===== src/rtl/audio_event_detector_mc.sv =====
// Multi-channel windowed audio event detector: per-channel energy, peak and
// zero-crossing statistics, per-channel classification and highest-threat pick.
module audio_event_detector_mc #(
  parameter int SAMPLE_W = 16,
  parameter int NUM_CH   = 2,
  parameter int WIN_LOG2 = 9,
  localparam int ACC_W   = SAMPLE_W - 1 + WIN_LOG2
) (
  input  logic                         clk,
  input  logic                         rst_n,
  input  logic [NUM_CH*SAMPLE_W-1:0]   s_sample,
  input  logic                         s_valid,
  output logic                         s_ready,
  input  logic                         start,
  input  logic                         abort,
  input  logic                         cfg_continuous,
  input  logic [ACC_W-1:0]             cfg_energy_thr,
  input  logic [WIN_LOG2-1:0]          cfg_zc_thr,
  output logic [1:0]                   result_class,
  output logic [7:0]                   result_threat,
  output logic [2:0]                   result_channel,
  output logic [ACC_W-1:0]             result_energy,
  output logic [SAMPLE_W-2:0]          result_peak,
  output logic                         done,
  output logic                         busy,
  output logic [15:0]                  windows_done
);

  localparam int PK_W = SAMPLE_W - 1;
  localparam logic [2:0] LAST_CH = 3'(NUM_CH - 1);
  localparam logic [WIN_LOG2-1:0] LAST_BEAT = {WIN_LOG2{1'b1}};

  typedef enum logic [1:0] {
    S_IDLE,
    S_COLLECT,
    S_EVAL,
    S_OUT
  } state_e;

  state_e state_q, state_d;

  logic [NUM_CH-1:0][ACC_W-1:0]    energy_q;
  logic [NUM_CH-1:0][PK_W-1:0]     peak_q;
  logic [NUM_CH-1:0][WIN_LOG2-1:0] zc_q;
  logic [NUM_CH-1:0]               sign_q;
  logic [WIN_LOG2-1:0]             cnt_q;
  logic [2:0]                      ch_q;

  logic [ACC_W-1:0]    thr_e_q;
  logic [WIN_LOG2-1:0] thr_zc_q;
  logic                cont_q;

  logic [1:0]       best_cls_q;
  logic [7:0]       best_thr_q;
  logic [2:0]       best_ch_q;
  logic [ACC_W-1:0] best_e_q;
  logic [PK_W-1:0]  best_pk_q;

  logic [1:0]       res_cls_q;
  logic [7:0]       res_thr_q;
  logic [2:0]       res_ch_q;
  logic [ACC_W-1:0] res_e_q;
  logic [PK_W-1:0]  res_pk_q;
  logic             done_q;
  logic [15:0]      wins_q;

  logic arm, clr, accept, eval_en, out_en;

  logic [NUM_CH-1:0][SAMPLE_W-1:0] neg;
  logic [NUM_CH-1:0][PK_W-1:0]     mag;
  logic [NUM_CH-1:0]               sgn;

  // Magnitude with -2**(SAMPLE_W-1) clamped to the largest positive value
  always_comb begin
    neg = '0;
    mag = '0;
    sgn = '0;
    for (int k = 0; k < NUM_CH; k++) begin
      sgn[k] = s_sample[k*SAMPLE_W + SAMPLE_W - 1];
      neg[k] = {SAMPLE_W{1'b0}} - s_sample[k*SAMPLE_W +: SAMPLE_W];
      if (!sgn[k]) begin
        mag[k] = s_sample[k*SAMPLE_W +: PK_W];
      end else if (neg[k][SAMPLE_W-1]) begin
        mag[k] = {PK_W{1'b1}};
      end else begin
        mag[k] = neg[k][PK_W-1:0];
      end
    end
  end

  logic [ACC_W-1:0]    sel_e;
  logic [PK_W-1:0]     sel_pk;
  logic [WIN_LOG2-1:0] sel_zc;

  always_comb begin
    sel_e  = '0;
    sel_pk = '0;
    sel_zc = '0;
    for (int k = 0; k < NUM_CH; k++) begin
      if (ch_q == 3'(k)) begin
        sel_e  = energy_q[k];
        sel_pk = peak_q[k];
        sel_zc = zc_q[k];
      end
    end
  end

  logic [1:0] cls_c;
  logic [7:0] thr_c;

  always_comb begin
    cls_c = 2'd0;
    thr_c = 8'd10;
    priority case (1'b1)
      (sel_e > thr_e_q): begin
        cls_c = 2'd1;
        thr_c = 8'd90;
      end
      (sel_zc > thr_zc_q): begin
        cls_c = 2'd2;
        thr_c = 8'd85;
      end
      default: ;
    endcase
  end

  always_comb begin
    state_d = state_q;
    arm     = 1'b0;
    clr     = 1'b0;
    accept  = 1'b0;
    eval_en = 1'b0;
    out_en  = 1'b0;
    unique case (state_q)
      S_IDLE: begin
        if (start) begin
          arm     = 1'b1;
          clr     = 1'b1;
          state_d = S_COLLECT;
        end
      end
      S_COLLECT: begin
        if (abort) begin
          state_d = S_IDLE;
        end else if (s_valid) begin
          accept = 1'b1;
          if (cnt_q == LAST_BEAT) state_d = S_EVAL;
        end
      end
      S_EVAL: begin
        if (abort) begin
          state_d = S_IDLE;
        end else begin
          eval_en = 1'b1;
          if (ch_q == LAST_CH) state_d = S_OUT;
        end
      end
      S_OUT: begin
        out_en  = 1'b1;
        clr     = cont_q;
        state_d = cont_q ? S_COLLECT : S_IDLE;
      end
      default: state_d = S_IDLE;
    endcase
  end

  always_ff @(posedge clk or negedge rst_n) begin
    if (!rst_n) state_q <= S_IDLE;
    else        state_q <= state_d;
  end

  always_ff @(posedge clk or negedge rst_n) begin
    if (!rst_n) begin
      thr_e_q  <= '0;
      thr_zc_q <= '0;
      cont_q   <= 1'b0;
    end else if (arm) begin
      thr_e_q  <= cfg_energy_thr;
      thr_zc_q <= cfg_zc_thr;
      cont_q   <= cfg_continuous;
    end
  end

  // First beat of a window (cnt_q==0) never counts as a crossing
  always_ff @(posedge clk or negedge rst_n) begin
    if (!rst_n) begin
      energy_q <= '0;
      peak_q   <= '0;
      zc_q     <= '0;
      sign_q   <= '0;
      cnt_q    <= '0;
    end else if (clr) begin
      energy_q <= '0;
      peak_q   <= '0;
      zc_q     <= '0;
      sign_q   <= '0;
      cnt_q    <= '0;
    end else if (accept) begin
      for (int k = 0; k < NUM_CH; k++) begin
        energy_q[k] <= energy_q[k] + {{WIN_LOG2{1'b0}}, mag[k]};
        if (mag[k] > peak_q[k]) peak_q[k] <= mag[k];
        if (cnt_q != '0 && sgn[k] != sign_q[k]) begin
          zc_q[k] <= zc_q[k] + WIN_LOG2'(1);
        end
      end
      sign_q <= sgn;
      cnt_q  <= cnt_q + WIN_LOG2'(1);
    end
  end

  always_ff @(posedge clk or negedge rst_n) begin
    if (!rst_n) begin
      ch_q       <= '0;
      best_cls_q <= '0;
      best_thr_q <= '0;
      best_ch_q  <= '0;
      best_e_q   <= '0;
      best_pk_q  <= '0;
    end else if (clr) begin
      ch_q       <= '0;
      best_cls_q <= '0;
      best_thr_q <= '0;
      best_ch_q  <= '0;
      best_e_q   <= '0;
      best_pk_q  <= '0;
    end else if (eval_en) begin
      ch_q <= ch_q + 3'd1;
      if (thr_c > best_thr_q) begin
        best_cls_q <= cls_c;
        best_thr_q <= thr_c;
        best_ch_q  <= ch_q;
        best_e_q   <= sel_e;
        best_pk_q  <= sel_pk;
      end
    end
  end

  always_ff @(posedge clk or negedge rst_n) begin
    if (!rst_n) begin
      res_cls_q <= '0;
      res_thr_q <= '0;
      res_ch_q  <= '0;
      res_e_q   <= '0;
      res_pk_q  <= '0;
      done_q    <= 1'b0;
      wins_q    <= '0;
    end else begin
      done_q <= out_en;
      if (out_en) begin
        res_cls_q <= best_cls_q;
        res_thr_q <= best_thr_q;
        res_ch_q  <= best_ch_q;
        res_e_q   <= best_e_q;
        res_pk_q  <= best_pk_q;
        wins_q    <= wins_q + 16'd1;
      end
    end
  end

  assign s_ready        = (state_q == S_COLLECT);
  assign busy           = (state_q != S_IDLE);
  assign done           = done_q;
  assign windows_done   = wins_q;
  assign result_class   = res_cls_q;
  assign result_threat  = res_thr_q;
  assign result_channel = res_ch_q;
  assign result_energy  = res_e_q;
  assign result_peak    = res_pk_q;

endmodule


===== config.mk =====
export PLATFORM = sky130hd
export DESIGN_NAME = audio_event_detector_mc
export DESIGN_NICKNAME = d
export VERILOG_FILES = /design/src/rtl/audio_event_detector_mc.sv
export SDC_FILE = /design/constraint.sdc
export NUM_CORES = 1
export LEC_CHECK = 0
export ABC_AREA = 1
export CAP_MARGIN = 20
export CORE_MARGIN = 2
export CORE_UTILIZATION = 55
export DETAILED_ROUTE_END_ITERATION = 8
export PLACE_DENSITY_LB_ADDON = 0.15
export SLEW_MARGIN = 10
export SYNTH_ARGS = -nofsm -noshare
export SYNTH_HDL_FRONTEND = slang
export SYNTH_SLANG_ARGS = --single-unit
export TNS_END_PERCENT = 50

===== constraint.sdc =====
create_clock -name clk -period 3.92 [get_ports clk]
set_input_delay 1.176 -clock clk [delete_from_list [all_inputs] [get_ports clk]]
set_output_delay 1.176 -clock clk [all_outputs]
set_load 0.02 [all_outputs]

==> results.json <==
{
  "outcome": "complete, no violations",
  "met1_usage_pct": 39.61,
  "yosys.area.top_type": "dfrtp_1",
  "rsz0062_at_grt": "yes",
  "path_depth": 18,
  "numCtsBuffers": 28,
  "syn-mean-instance-area_um2": 7.767,
  "p_sw_share_pct": 41.34,
  "antenna_cells": 0,
  "worstPathArrival_ps": 4210,
  "synth_area_leaders": "dfrtp_1, nand2_1, ha_1, o21ai_0, nand3_1",
  "boundaryPins": 142,
  "powerDensity_nw_per_um2": 623.1,
  "ir_worst_vdd_uv": 431.3,
  "dp_hpwl_um": 30240,
  "clock_latency_ps": 560,
  "grt.total_usage_pct": 28.15,
  "ys_types": 54,
  "required_ps": 4360,
  "relSlewSlack_pct": 55.89,
  "combinationalPowerShare_pct": 47.6,
  "critPathTopFamily": "simple AND/OR/NAND/NOR gates",
  "grt.met3_usage_pct": 3.349,
  "yosys_most_used_dff": "dfrtp_1",
  "rr_worst_depth": 26,
  "gp_congestion": 0.9513,
  "finalCritPeriodShare_pct": 96.04,
  "die_area_um2": 28910,
  "wl_per_cell_um": 15.78,
  "crit_fanout": 4,
  "async_reset_ff_share_pct": 100.0,
  "dieHeight_um": 170.0,
  "die_w_um": 170.0,
  "ys_ff_latch": 255,
  "use_met2_pct": 45.77,
  "cts-root-buf": "clkbuf_16",
  "drc": 0,
  "synth_edf_count": 0,
  "drt_wl_total_um": 41030,
  "intPower_mw": 7.195,
  "synth_top_area_share_pct": 42.09,
  "worstPathCellList": "clkdlybuf4s50_1 > buf_4 > nor3_2 > nand3_1 > nand2_1 > nand2_1 > xor2_1 > or2_2 > ha_1 > a21oi_2 > o21ai_0 > a21oi_1 > nand2_2 > nand2_1 > nand3_1 > nand2_1 > a21oi_1 > o21a_1",
  "place_ws_ps": -646.0,
  "crit_path_end_kind": "flip-flop",
  "setup_viol": 0,
  "drt_pre_antenna_iters": 5,
  "grt_pass1_wl_um": 66190,
  "power_frac_seq_pct": 30.5,
  "r2r_start": "ch_q[0]",
  "ant_nets": 0,
  "p_switching_mw": 5.070,
  "maxCapViolations": 0,
  "clkPwrFrac_pct": 21.9,
  "slowest_delay_ps": 420,
  "row_count": 60,
  "drive_gt1_share_pct": 17.18,
  "cts_buffer_depth": 3,
  "synthTopCellsByCount": "nand2_1, dfrtp_1, inv_1, o21ai_0, nand3_1",
  "reg2reg_to": "best_pk_q[9]",
  "syn_area_um2": 15160,
  "grt_max_degree": 85,
  "grt_pass1_vias": 13510,
  "hold_class": "flip-flop to flip-flop",
  "synthCells": 1952,
  "yosysWarnings": 0,
  "busiest_layer": "met2",
  "fin_cells": 2600,
  "crit_slowest_cell": "clkdlybuf4s50_1",
  "startpoint_type": "input pin",
  "fmaxAchievable_ghz": 0.2656,
  "finalWorstSetupSlack_ps": 155.3,
  "syn_to_final_growth_pct": 29.81,
  "htree_levels": 1,
  "p_leak_nw": 9.900,
  "dr.first_iter.drc_count": 1067,
  "numPortBuffers": 139,
  "crit_path_end": "energy_q[43]",
  "viasPerCell": 5.486,
  "cp_num_buf_inv": 2,
  "maxSlewViolCount": 0,
  "vias": 14260,
  "dp.cells": 2533,
  "yosys.cell_count.top_type": "nand2_1",
  "layout.nets": 2424,
  "critPathLaunch": "s_sample[19]",
  "path_clk_slew_ps": 60,
  "hold_viol": 0,
  "critPathKind": "input pin to flip-flop",
  "initial_core_util_pct": 56.10,
  "worstMarginPinSlew_ps": 661.6,
  "ys_seq_area_share_pct": 42.09,
  "critPathMostFrequentCell": "nand2_1",
  "cts_hold_buf": 0,
  "fin_worst_skew_ps": 24.59,
  "core_um2": 27030,
  "overflow": 0,
  "finalPower_mw": 12.26,
  "clock_sinks": 255,
  "antenna_found_initial": 0,
  "cts_tree": "done",
  "fin_crit_ps": 3765,
  "reg2reg_setup_slack_ps": 160
}
per-layer routing:
layer | vias to the layer above | share of wire, %
li1 | 7044 | -
met1 | 6677 | 45
met4 | 0 | 2.9
met3 | 73 | 6.1
met5 | - | 0
met2 | 470 | 46
repair_timing:
action / CTS / global route
pin swaps: 1 / 38
cloned: 0 / 1
buffers inserted: 0 / 16
setup endpoints to repair: 60 / 106
resized for setup: 15 / 119
kinds of logic after synthesis:
kind of cell	synth area share, %
AND/OR/NAND/NOR	26.28
other	0.02473
XOR/XNOR	1.502
flip-flops	42.09
adder cells (fa/ha/maj)	9.507
buffers and inverters	8.450
AO/OA/AOI/OAI	12.16
sequential cells by signal (all words and copies together) (netlist names), 9 cells and up:
register / count
best_e_q: 24
best_pk_q: 15
cnt_q: 9
energy_q: 48
peak_q: 30
result_energy: 24
result_peak: 15
thr_e_q: 24
thr_zc_q: 9
windows_done: 16
zc_q: 18
layout make-up:
cell class,instances,area (µm²)
Clock buffer,34,773.2
Clock inverter,16,180.2
Fill cell,2111,7343
Inverter,229,869.6
Multi-Input combinational cell,1387,7939
Sequential cell,255,6381
Tap cell,341,426.7
Timing Repair Buffer,338,3113
layout by cell type, fill, tap and decap left out, types with 12 or more instances in the layout:
master	netlist	layout
nand2_1	507	489
dfrtp_1	255	255
inv_1	219	212
buf_4	11	180
nand3_1	171	158
o21ai_0	180	144
clkdlybuf4s50_1	0	127
a21oi_1	105	102
ha_1	112	102
nor2_1	79	68
nand4_1	56	56
o21ai_1	10	33
clkbuf_16	0	29
nor3_1	28	26
nand2_2	6	20
xor2_1	16	16
nor2_2	8	15
or2_2	16	15
o21ai_2	2	15
nand3_2	2	13
buf_12	0	13
inv_2	9	12
worst min path at each step:
| stage | cells past startpoint | from | end |
|---|---|---|---|
| after floorplan | 1 | zc_q[12] | zc_q[12] |
| final | 2 | result_channel[0] | result_channel[0] |
| after detailed placement | 1 | zc_q[12] | zc_q[12] |
| after CTS | 1 | zc_q[12] | zc_q[12] |
| after global routing | 1 | zc_q[12] | zc_q[12] |
| after global placement | 1 | zc_q[12] | zc_q[12] |
through the flow:
| stage | utilization (%) | TNS (ps) | hold WS [ps] | cell area, µm² |
|---|---|---|---|---|
| after floorplan | - | -86.79 | 433.3 | 15240 |
| after global placement | 67.23 | -25470 | 448.0 | 18170 |
| after detailed placement | 67.23 | -32300 | 452.5 | 18170 |
| after CTS | 70.85 | 0 | 460.6 | 19150 |
| after global routing | 72.83 | -1516 | 484.0 | 19680 |
| final | 72.83 | 0 | 466.7 | 19680 |
power by group through the flow:
stage / sequential, mW / clock, mW / combinational, mW
6_report: 3.74 / 2.69 / 5.83
5_1_grt: 3.82 / 2.84 / 6.52
4_1_cts: 3.72 / 2.72 / 5.51
3_5_place_dp: 3.77 / 0 / 5.46
3_3_place_gp: 3.74 / 0 / 5.31
2_1_floorplan: 3.76 / 0 / 3.41
worst register-to-register path, cell delays in order, from the launching register on:
cell and delay (ps):
dfrtp_1 450, inv_1 100, ha_1 240, nand2_2 130, inv_6 90, buf_4 190, nand3_1 60, o21ai_0 120
ha_1 350, nand2_1 100, nor2_2 130, nand3b_1 80, nand3_1 100, nand2_2 100, inv_1 100, nand2_1 130
ha_4 310, inv_1 40, nor2_1 80, nand3_1 80, nand2_1 60, nand2_1 80, nand2_4 110, nand2_4 80
buf_12 160, nand3_1 90, nand2_1 60
No activity file was read; power rests on OpenSTA's default activity.
